### config.mk
export PLATFORM = sky130hd
export DESIGN_NAME = lut_arbiter
export DESIGN_NICKNAME = d
export VERILOG_FILES = /design/src/rtl/lut_arbiter.sv
export SDC_FILE = /design/constraint.sdc
export NUM_CORES = 1
export LEC_CHECK = 0
export CORE_UTILIZATION = 35
export DETAILED_ROUTE_END_ITERATION = 7
export PLACE_DENSITY = 0.95
export SYNTH_ARGS = -nofsm -noshare
export SYNTH_HDL_FRONTEND = slang
export SYNTH_SLANG_ARGS = --single-unit
export TNS_END_PERCENT = 100
### constraint.sdc
create_clock -name clk -period 4.74 [get_ports clk]
set_input_delay 0.948 -clock clk [delete_from_list [all_inputs] [get_ports clk]]
set_output_delay 0.948 -clock clk [all_outputs]
set_load 0.03 [all_outputs]
### src/rtl/lut_arbiter.sv
// Round-robin arbiter sharing one single-bit LUT unit between NUM_REQ requesters.
// Define LUT_ARB_STATS_EN to add the stat_ops / stat_conflicts counters.
module lut_arbiter #(
    parameter int unsigned NUM_REQ      = 4,
    parameter int unsigned SEL_WIDTH    = 4,
    parameter int unsigned MAX_NUM_ARGS = 2,
    parameter int unsigned DATA_WIDTH   = 32
) (
    input  logic                              clk,
    input  logic                              rst,
    input  logic [NUM_REQ-1:0]                req,
    input  logic [NUM_REQ*SEL_WIDTH-1:0]      req_sel,
    input  logic [NUM_REQ*MAX_NUM_ARGS-1:0]   req_args,
    output logic [NUM_REQ-1:0]                req_ready,
    output logic [NUM_REQ-1:0]                resp_valid,
    output logic                              resp_data,
    output logic                              busy,
    output logic                              lut_signal_wr,
    output logic                              lut_signal_oe,
    output logic [SEL_WIDTH-1:0]              lut_signal_sel,
    output logic [DATA_WIDTH-1:0]             lut_data_in,
    input  logic [DATA_WIDTH-1:0]             lut_data_out
`ifdef LUT_ARB_STATS_EN
    ,
    output logic [15:0]                       stat_ops,
    output logic [15:0]                       stat_conflicts
`endif
);

    localparam int unsigned PW = $clog2(NUM_REQ);
    localparam int unsigned IW = (MAX_NUM_ARGS > 1) ? $clog2(MAX_NUM_ARGS) : 1;
    localparam logic [IW-1:0] LAST_IDX = IW'(MAX_NUM_ARGS - 1);
    localparam logic [PW-1:0] LAST_REQ = PW'(NUM_REQ - 1);

    typedef enum logic [2:0] {
        S_FLUSH,
        S_IDLE,
        S_WRITE,
        S_READ,
        S_RESP
    } state_e;

    state_e                  state_q, state_d;
    logic [PW-1:0]           last_q, last_d;
    logic [PW-1:0]           gnt_q, gnt_d;
    logic [IW-1:0]           idx_q, idx_d;
    logic [MAX_NUM_ARGS-1:0] args_q, args_d;
    logic                    wr_q, wr_d;
    logic                    oe_q, oe_d;
    logic [SEL_WIDTH-1:0]    sel_q, sel_d;
    logic                    din_q, din_d;
    logic [NUM_REQ-1:0]      resp_valid_q, resp_valid_d;
    logic                    resp_data_q, resp_data_d;

    logic                    found_c;
    logic [PW-1:0]           gnt_c;
    logic [SEL_WIDTH-1:0]    gnt_sel_c;
    logic [MAX_NUM_ARGS-1:0] gnt_args_c;
    logic                    multi_c;
    int unsigned             cand;

    // Only bit 0 of the LUT result carries information.
    logic unused_data_hi;
    assign unused_data_hi = ^lut_data_out[DATA_WIDTH-1:1];

    // Round-robin search starting one past the last grant, modulo NUM_REQ.
    always_comb begin
        found_c = 1'b0;
        gnt_c   = '0;
        cand    = 0;
        for (int unsigned k = 1; k <= NUM_REQ; k++) begin
            cand = (32'(last_q) + k) % NUM_REQ;
            if (!found_c && req[PW'(cand)]) begin
                found_c = 1'b1;
                gnt_c   = PW'(cand);
            end
        end
    end

    always_comb begin
        gnt_sel_c  = '0;
        gnt_args_c = '0;
        for (int unsigned i = 0; i < NUM_REQ; i++) begin
            if (gnt_c == PW'(i)) begin
                gnt_sel_c  = req_sel[i*SEL_WIDTH +: SEL_WIDTH];
                gnt_args_c = req_args[i*MAX_NUM_ARGS +: MAX_NUM_ARGS];
            end
        end
    end

    assign multi_c = |(req & (req - NUM_REQ'(1)));

    // Next-state and next-output computation; outputs are registered from these.
    always_comb begin
        state_d      = state_q;
        last_d       = last_q;
        gnt_d        = gnt_q;
        idx_d        = idx_q;
        args_d       = args_q;
        wr_d         = 1'b0;
        oe_d         = 1'b0;
        sel_d        = '0;
        din_d        = 1'b0;
        resp_valid_d = '0;
        resp_data_d  = resp_data_q;
        case (state_q)
            S_FLUSH: begin
                // The oe pulse is driven in the first cycle after reset release.
                if (oe_q) begin
                    state_d = S_IDLE;
                end else begin
                    oe_d = 1'b1;
                end
            end
            S_IDLE: begin
                if (found_c) begin
                    state_d = S_WRITE;
                    last_d  = gnt_c;
                    gnt_d   = gnt_c;
                    idx_d   = '0;
                    args_d  = gnt_args_c;
                    wr_d    = 1'b1;
                    sel_d   = gnt_sel_c;
                    din_d   = gnt_args_c[0];
                end
            end
            S_WRITE: begin
                sel_d = sel_q;
                if (idx_q == LAST_IDX) begin
                    state_d = S_READ;
                    oe_d    = 1'b1;
                end else begin
                    idx_d  = idx_q + IW'(1);
                    args_d = args_q >> 1;
                    wr_d   = 1'b1;
                    din_d  = args_d[0];
                end
            end
            S_READ: begin
                state_d      = S_RESP;
                resp_valid_d = NUM_REQ'(1) << gnt_q;
                resp_data_d  = lut_data_out[0];
            end
            S_RESP: begin
                state_d = S_IDLE;
            end
            default: begin
                state_d = S_FLUSH;
            end
        endcase
    end

    always_ff @(posedge clk) begin
        if (!rst) begin
            state_q      <= S_FLUSH;
            last_q       <= LAST_REQ;
            gnt_q        <= '0;
            idx_q        <= '0;
            args_q       <= '0;
            wr_q         <= 1'b0;
            oe_q         <= 1'b0;
            sel_q        <= '0;
            din_q        <= 1'b0;
            resp_valid_q <= '0;
            resp_data_q  <= 1'b0;
        end else begin
            state_q      <= state_d;
            last_q       <= last_d;
            gnt_q        <= gnt_d;
            idx_q        <= idx_d;
            args_q       <= args_d;
            wr_q         <= wr_d;
            oe_q         <= oe_d;
            sel_q        <= sel_d;
            din_q        <= din_d;
            resp_valid_q <= resp_valid_d;
            resp_data_q  <= resp_data_d;
        end
    end

    // Accept pulse must track the live request level, so it is decoded from IDLE.
    assign req_ready      = (state_q == S_IDLE && found_c) ? (NUM_REQ'(1) << gnt_c) : '0;
    assign busy           = (state_q != S_IDLE);
    assign resp_valid     = resp_valid_q;
    assign resp_data      = resp_data_q;
    assign lut_signal_wr  = wr_q;
    assign lut_signal_oe  = oe_q;
    assign lut_signal_sel = sel_q;
    assign lut_data_in    = {{(DATA_WIDTH-1){1'b0}}, din_q};

`ifdef LUT_ARB_STATS_EN
    logic [15:0] stat_ops_q;
    logic [15:0] stat_conflicts_q;

    // Saturating activity counters.
    always_ff @(posedge clk) begin
        if (!rst) begin
            stat_ops_q       <= '0;
            stat_conflicts_q <= '0;
        end else begin
            if (state_q == S_RESP && stat_ops_q != 16'hFFFF) begin
                stat_ops_q <= stat_ops_q + 16'd1;
            end
            if (state_q == S_IDLE && found_c && multi_c && stat_conflicts_q != 16'hFFFF) begin
                stat_conflicts_q <= stat_conflicts_q + 16'd1;
            end
        end
    end

    assign stat_ops       = stat_ops_q;
    assign stat_conflicts = stat_conflicts_q;
`endif

endmodule

Word-level counts from Yosys, hierarchy flattened
Index checks and enable logic that the tools add are counted.
{ "op_classes": {"addsub": 5, "magnitude_cmp": 4, "eq_ne": 12, "shift": 2, "mux": 46, "n_reduce_logical": 15} }
{ "op_table": {"columns": ["operator", "count"], "rows": [
  ["2-to-1 mux 4 bit", 6],
  ["2-to-1 mux 2 bit", 10],
  ["2-to-1 mux 1 bit", 16],
  ["case mux 3 bit (5 select lines)", 1],
  ["< comparator 2 x 3 -> 1 bit, second input constant", 4],
  ["2-to-1 mux 3 bit", 3],
  ["binary-select mux 1 bit (select 2 bit)", 4],
  ["!= test 2 bit, second input constant", 4],
  ["case mux 1 bit (2 select lines)", 4],
  ["case mux 4 bit (2 select lines)", 1],
  ["left shift 1 x 2 -> 4 bit, first input constant", 2],
  ["== test 3 x 2 -> 1 bit, second input constant", 2],
  ["AND reduction 2 bit", 3],
  ["AND reduction 3 bit", 2],
  ["adder 2 x 1 -> 2 bit, second input constant", 2],
  ["adder 2 bit, second input constant", 2],
  ["== test 2 bit, second input constant", 2],
  ["logical AND 1 bit", 4],
  ["case mux 2 bit (2 select lines)", 1],
  ["== test 3 x 1 -> 1 bit, second input constant", 1],
  ["== test 3 bit, second input constant", 1],
  ["zero test 1 bit", 3],
  ["zero test 3 bit", 1],
  ["!= test 3 x 1 -> 1 bit, second input constant", 1],
  ["other kinds (4)", 4]
]} }
{ "word_totals": {"register_bits": 22, "in_bits": 62, "output_inout_bits": 48, "elab_cells": 95} }

Depth between registers and ports, before layout
{ "depth": {"ltp_word": 20, "depth_mapped": 6, "mapped_depth_nobuf": 5} }

Least setup slack after synthesis
OpenSTA, ideal clock, no wires.
{ "synth_timing": {"path_type": "in2out", "from": "input port req[2]", "to": "output port req_ready[0]", "arrival_ns": 2.375, "required_ns": 3.792, "setup_slack_ns": 1.417, "cell_stages": 4, "path_buffers": 0, "cell_sequence": "nor4_1 -> or3b_1 -> or2_1 -> nor3_1"} }
{ "synth_via": {"elab_chain_cells": 14, "elab_cells_between_ends": 25, "classes_between": "1 x shift; 17 x mux; 7 x reduce/logical"} }
{ "synth_lines": {"columns": ["element", "line_no", "rtl"], "rows": [
  ["from (decl)", "11", "input logic [NUM_REQ-1:0] req,"],
  ["binary-select mux 1 bit (select 2 bit)", "73", "if (!found_c && req[PW'(cand)]) begin"],
  ["2-to-1 mux 1 bit (not written as such)", "73", null],
  ["2-to-1 mux 1 bit", "73", null],
  ["zero test 1 bit", "73", null],
  ["logical AND 1 bit", "73", null],
  ["2-to-1 mux 1 bit", "73", null],
  ["zero test 1 bit", "73", null],
  ["logical AND 1 bit", "73", null],
  ["2-to-1 mux 1 bit", "73", null],
  ["zero test 1 bit", "73", null],
  ["logical AND 1 bit", "73", null],
  ["2-to-1 mux 2 bit / 2-to-1 mux 1 bit (equally long branches)", "73", null],
  ["left shift 1 x 2 -> 4 bit / logical AND 1 bit (equally long branches)", "182", "assign req_ready = (state_q == S_IDLE && found_c) ? (NUM_REQ'(1) << gnt_c) : '0;"],
  ["2-to-1 mux 4 bit *", "182", null],
  ["to (decl)", "14", "output logic [NUM_REQ-1:0] req_ready,"]
]} }
Mark *: on every way between the ends. The rest lies on a longest branch, timed or not. The select of a mux whose other input is x is not followed.

Final worst setup path
{ "layout_timing": {"from": "input port req[3]", "to": "output port req_ready[2]"} }
Same word-level chain as after synthesis.

==> impl_metrics.toml <==
[status]
status = "completed"

[global_routing]
grt_pass1_wl_um = 4710
antenna_found_initial = 0
gr-total-overflow = 0
grt_max_degree = 12
grt_pass1_vias = 1069
track_usage_pct = 14.7

[cts]
clk_pin_slew_ps = 70
cts_tree = "done"
cts_resized = 0
cts-buffers-inserted = 3
clock-root-buffer = "clkbuf_8"
clockBufferDepth = 2
clock_latency_ps = 250
h-tree-depth = 1
postCtsSetupBuffers = 0
clock_sinks = 21
hold_buffers = 0

[floorplanning]
ios = 110
die_area_sq_um = 4080
core-area_sq_um = 3660
fp.dieW_um = 63.9
die_y_um = 63.9
start_util_pct = 36.6
rows = 22

[critical_path]
end_kind = "output port"
cp_data_required_time_ps = 3790
path_max_fanout = 8
path_buf_inv = 2
cp.arrival_ps = 3370
crit_chain = "clkdlybuf4s50_1, nor4_1, or3b_1, nor2_1, nand2_1, nor2_1, clkdlybuf4s50_1"
worst-setup-path-type = "input port to output port"
crit_path_start_kind = "input port"
reg2reg_slack_ps = 2870
path_delay_family = "buffers and inverters"
crit_path_top_delay_cell = "clkdlybuf4s50_1"
slowest_delay_ps = 680

[layout]
multi_input_area_sq_um = 751
final.fill_count = 367
nets = 270
seq_area_sq_um = 420
final_core_util_pct = 48.3
syn_to_final_growth_pct = 32.0
antenna_cells = 0
drive_gt1_share_pct = 5.80
stdcell_area_sq_um = 1770

[sta]
max_slew_margin_pct = 48.6
final-hold-violation-count = 0
rsz0062_at_grt = "no"
slew_violations = 0
tightest_slew_ps = 764
max_freq_mhz = 232
min_period_ps = 4310
tns_ps = 0
setup_viol_count_final = 0
min_period_over_period_pct = 91.0
skew_ps = 2.31

[yosys]
syn_area_sq_um = 1340
synth_warnings = 0
synth_edf_count = 0
seq_area_frac_synth_pct = 31.4
muxShareOfSynthArea_pct = 1.49
synth_top_family_by_area = "compound AO/OA/AOI/OAI gates"
synth-compound-area-share_pct = 25.8
yosys.area_share.adder_pct = 0
synth-xor-area-share_pct = 0
synthCells = 162
ys.flop_type = "dfxtp_1"
ys_types = 40
ys_ff_latch = 21
synth-async-reset-ratio_pct = 0
syn_area_per_cell_sq_um = 8.27
synthSimpleGateAreaFrac_pct = 20.1

[power_and_ir_drop]
p_leak_nw = 0.708
p_int_mw = 0.319
seqPwrFrac_pct = 41.8
swShare_pct = 34.8
clockPowerShare_pct = 23.5
vdd_drop_max_v = 0.000120
combPwrFrac_pct = 34.7
power.total_mw = 0.490
netSwitchingPower_mw = 0.171
power_density_nw_per_um2 = 277

[place]
port_buffers = 47
place_area_sq_um = 1720
place_congestion = 0.804
place_hpwl_um = 2170

[detailed_routing]
wl_per_cell_um = 11.2
vias = 1198
wirelength_um = 2860
dr.pass1.iters = 4
vias_per_cell = 4.70
drc = 0
ant_nets = 0
drtIter0Drc = 83

[run]
max-cap-violations = 0

[worst_hold_path]
min_path_type = "flop to flop"
worst paths after layout:
path                                        from                              to  cells past startpoint
setup / recovery                          req[3]                    req_ready[2]                      7
hold / removal    lut_signal_sel[0]$_SDFFE_PN0N_  lut_signal_sel[0]$_SDFFE_PN0N_                      2
setup reg to reg          last_q[1]$_SDFFE_PN1P_          args_q[1]$_SDFFE_PN0P_                      5
hold reg to reg   lut_signal_sel[0]$_SDFFE_PN0N_  lut_signal_sel[0]$_SDFFE_PN0N_                      2
power by group through the flow:
stage	Clock, mW	Combinational [mW]	Sequential [mW]
final	0.115	0.170	0.205
after global routing	0.130	0.183	0.207
after CTS	0.118	0.170	0.205
after detailed placement	0	0.168	0.208
after global placement	0	0.167	0.208
after floorplan	0	0.133	0.209
cell usage in the layout, fill, tap and decap left out, types with 2 or more instances in the layout:
master	instances
o21a_1	7
nor2b_1	2
dfxtp_1	21
o21ai_0	3
inv_1	3
or2_1	3
nand2_1	9
nor3_1	4
o211ai_1	2
clkbuf_8	3
a211oi_1	6
nand3b_1	4
o221ai_1	5
mux2i_1	2
nand2b_1	4
conb_1	31
a21oi_1	7
nor3b_1	2
nor2_1	13
or3b_1	2
o21ai_1	7
clkdlybuf4s50_1	47
and3_1	2
metal layers:
layer | vias to the layer above | track usage [%] | share of wire [%]
met2 | 54 | 23.3 | 47
li1 | 601 | - | -
met5 | - | 0 | 0
met4 | 0 | 6.25 | 0.80
met3 | 4 | 5.00 | 7.8
met1 | 539 | 18.0 | 45
registers in the layout, summed over array words and instances (netlist names):
name,count
lut_signal_sel,4
resp_valid,4
state_q,3
gnt_q,2
last_q,2
args_q,1
din_q,1
idx_q,1
lut_signal_oe,1
lut_signal_wr,1
resp_data,1
Yosys cell counts (all sizes together), types with 3 or more instances:
| library cell | n | area [sq um] |
|---|---|---|
| dfxtp | 21 | 420 |
| nand3b | 4 | 30.0 |
| o221ai | 5 | 43.8 |
| inv | 4 | 15.0 |
| or3b | 3 | 26.3 |
| o21a | 7 | 52.6 |
| a21oi | 8 | 43.8 |
| nand2 | 9 | 33.8 |
| or2 | 4 | 27.5 |
| nor2 | 14 | 55.1 |
| buf | 33 | 251 |
| a211oi | 7 | 65.1 |
| o21ai | 10 | 50.0 |
| clkbuf | 4 | 15.0 |
| nand2b | 4 | 25.0 |
| nor3 | 4 | 20.0 |
cell type report:
cell class	count	share of cell area, %
multi-input cells	130	42.4
well taps	48	3.39
repair buffers	48	27.0
flip-flops and latches	21	23.8
clock buffers	4	2.55
inverters	4	0.849
cell families (layout without fill, tap and decap cells):
group	Yosys count	in the layout
simple gates	50	50
mux	2	2
flops	21	21
buf+inv	41	56
other cells	1	31
compound gates	47	47
worst register-to-register path, stage by stage (launching register included):
cell     delay (ps)
dfxtp_1         510
mux2i_1         270
o22ai_2         180
or2_4           290
a211o_1         300
a31o_1          210
through the flow:
stage	hold WS, ps	cells	worst slack [ps]
6_report	449	255	426
2_1_floorplan	429	192	1420
3_3_place_gp	439	251	470
4_1_cts	451	255	422
3_5_place_dp	442	251	448
5_1_grt	468	255	241
(Power assumes the default switching activity.)
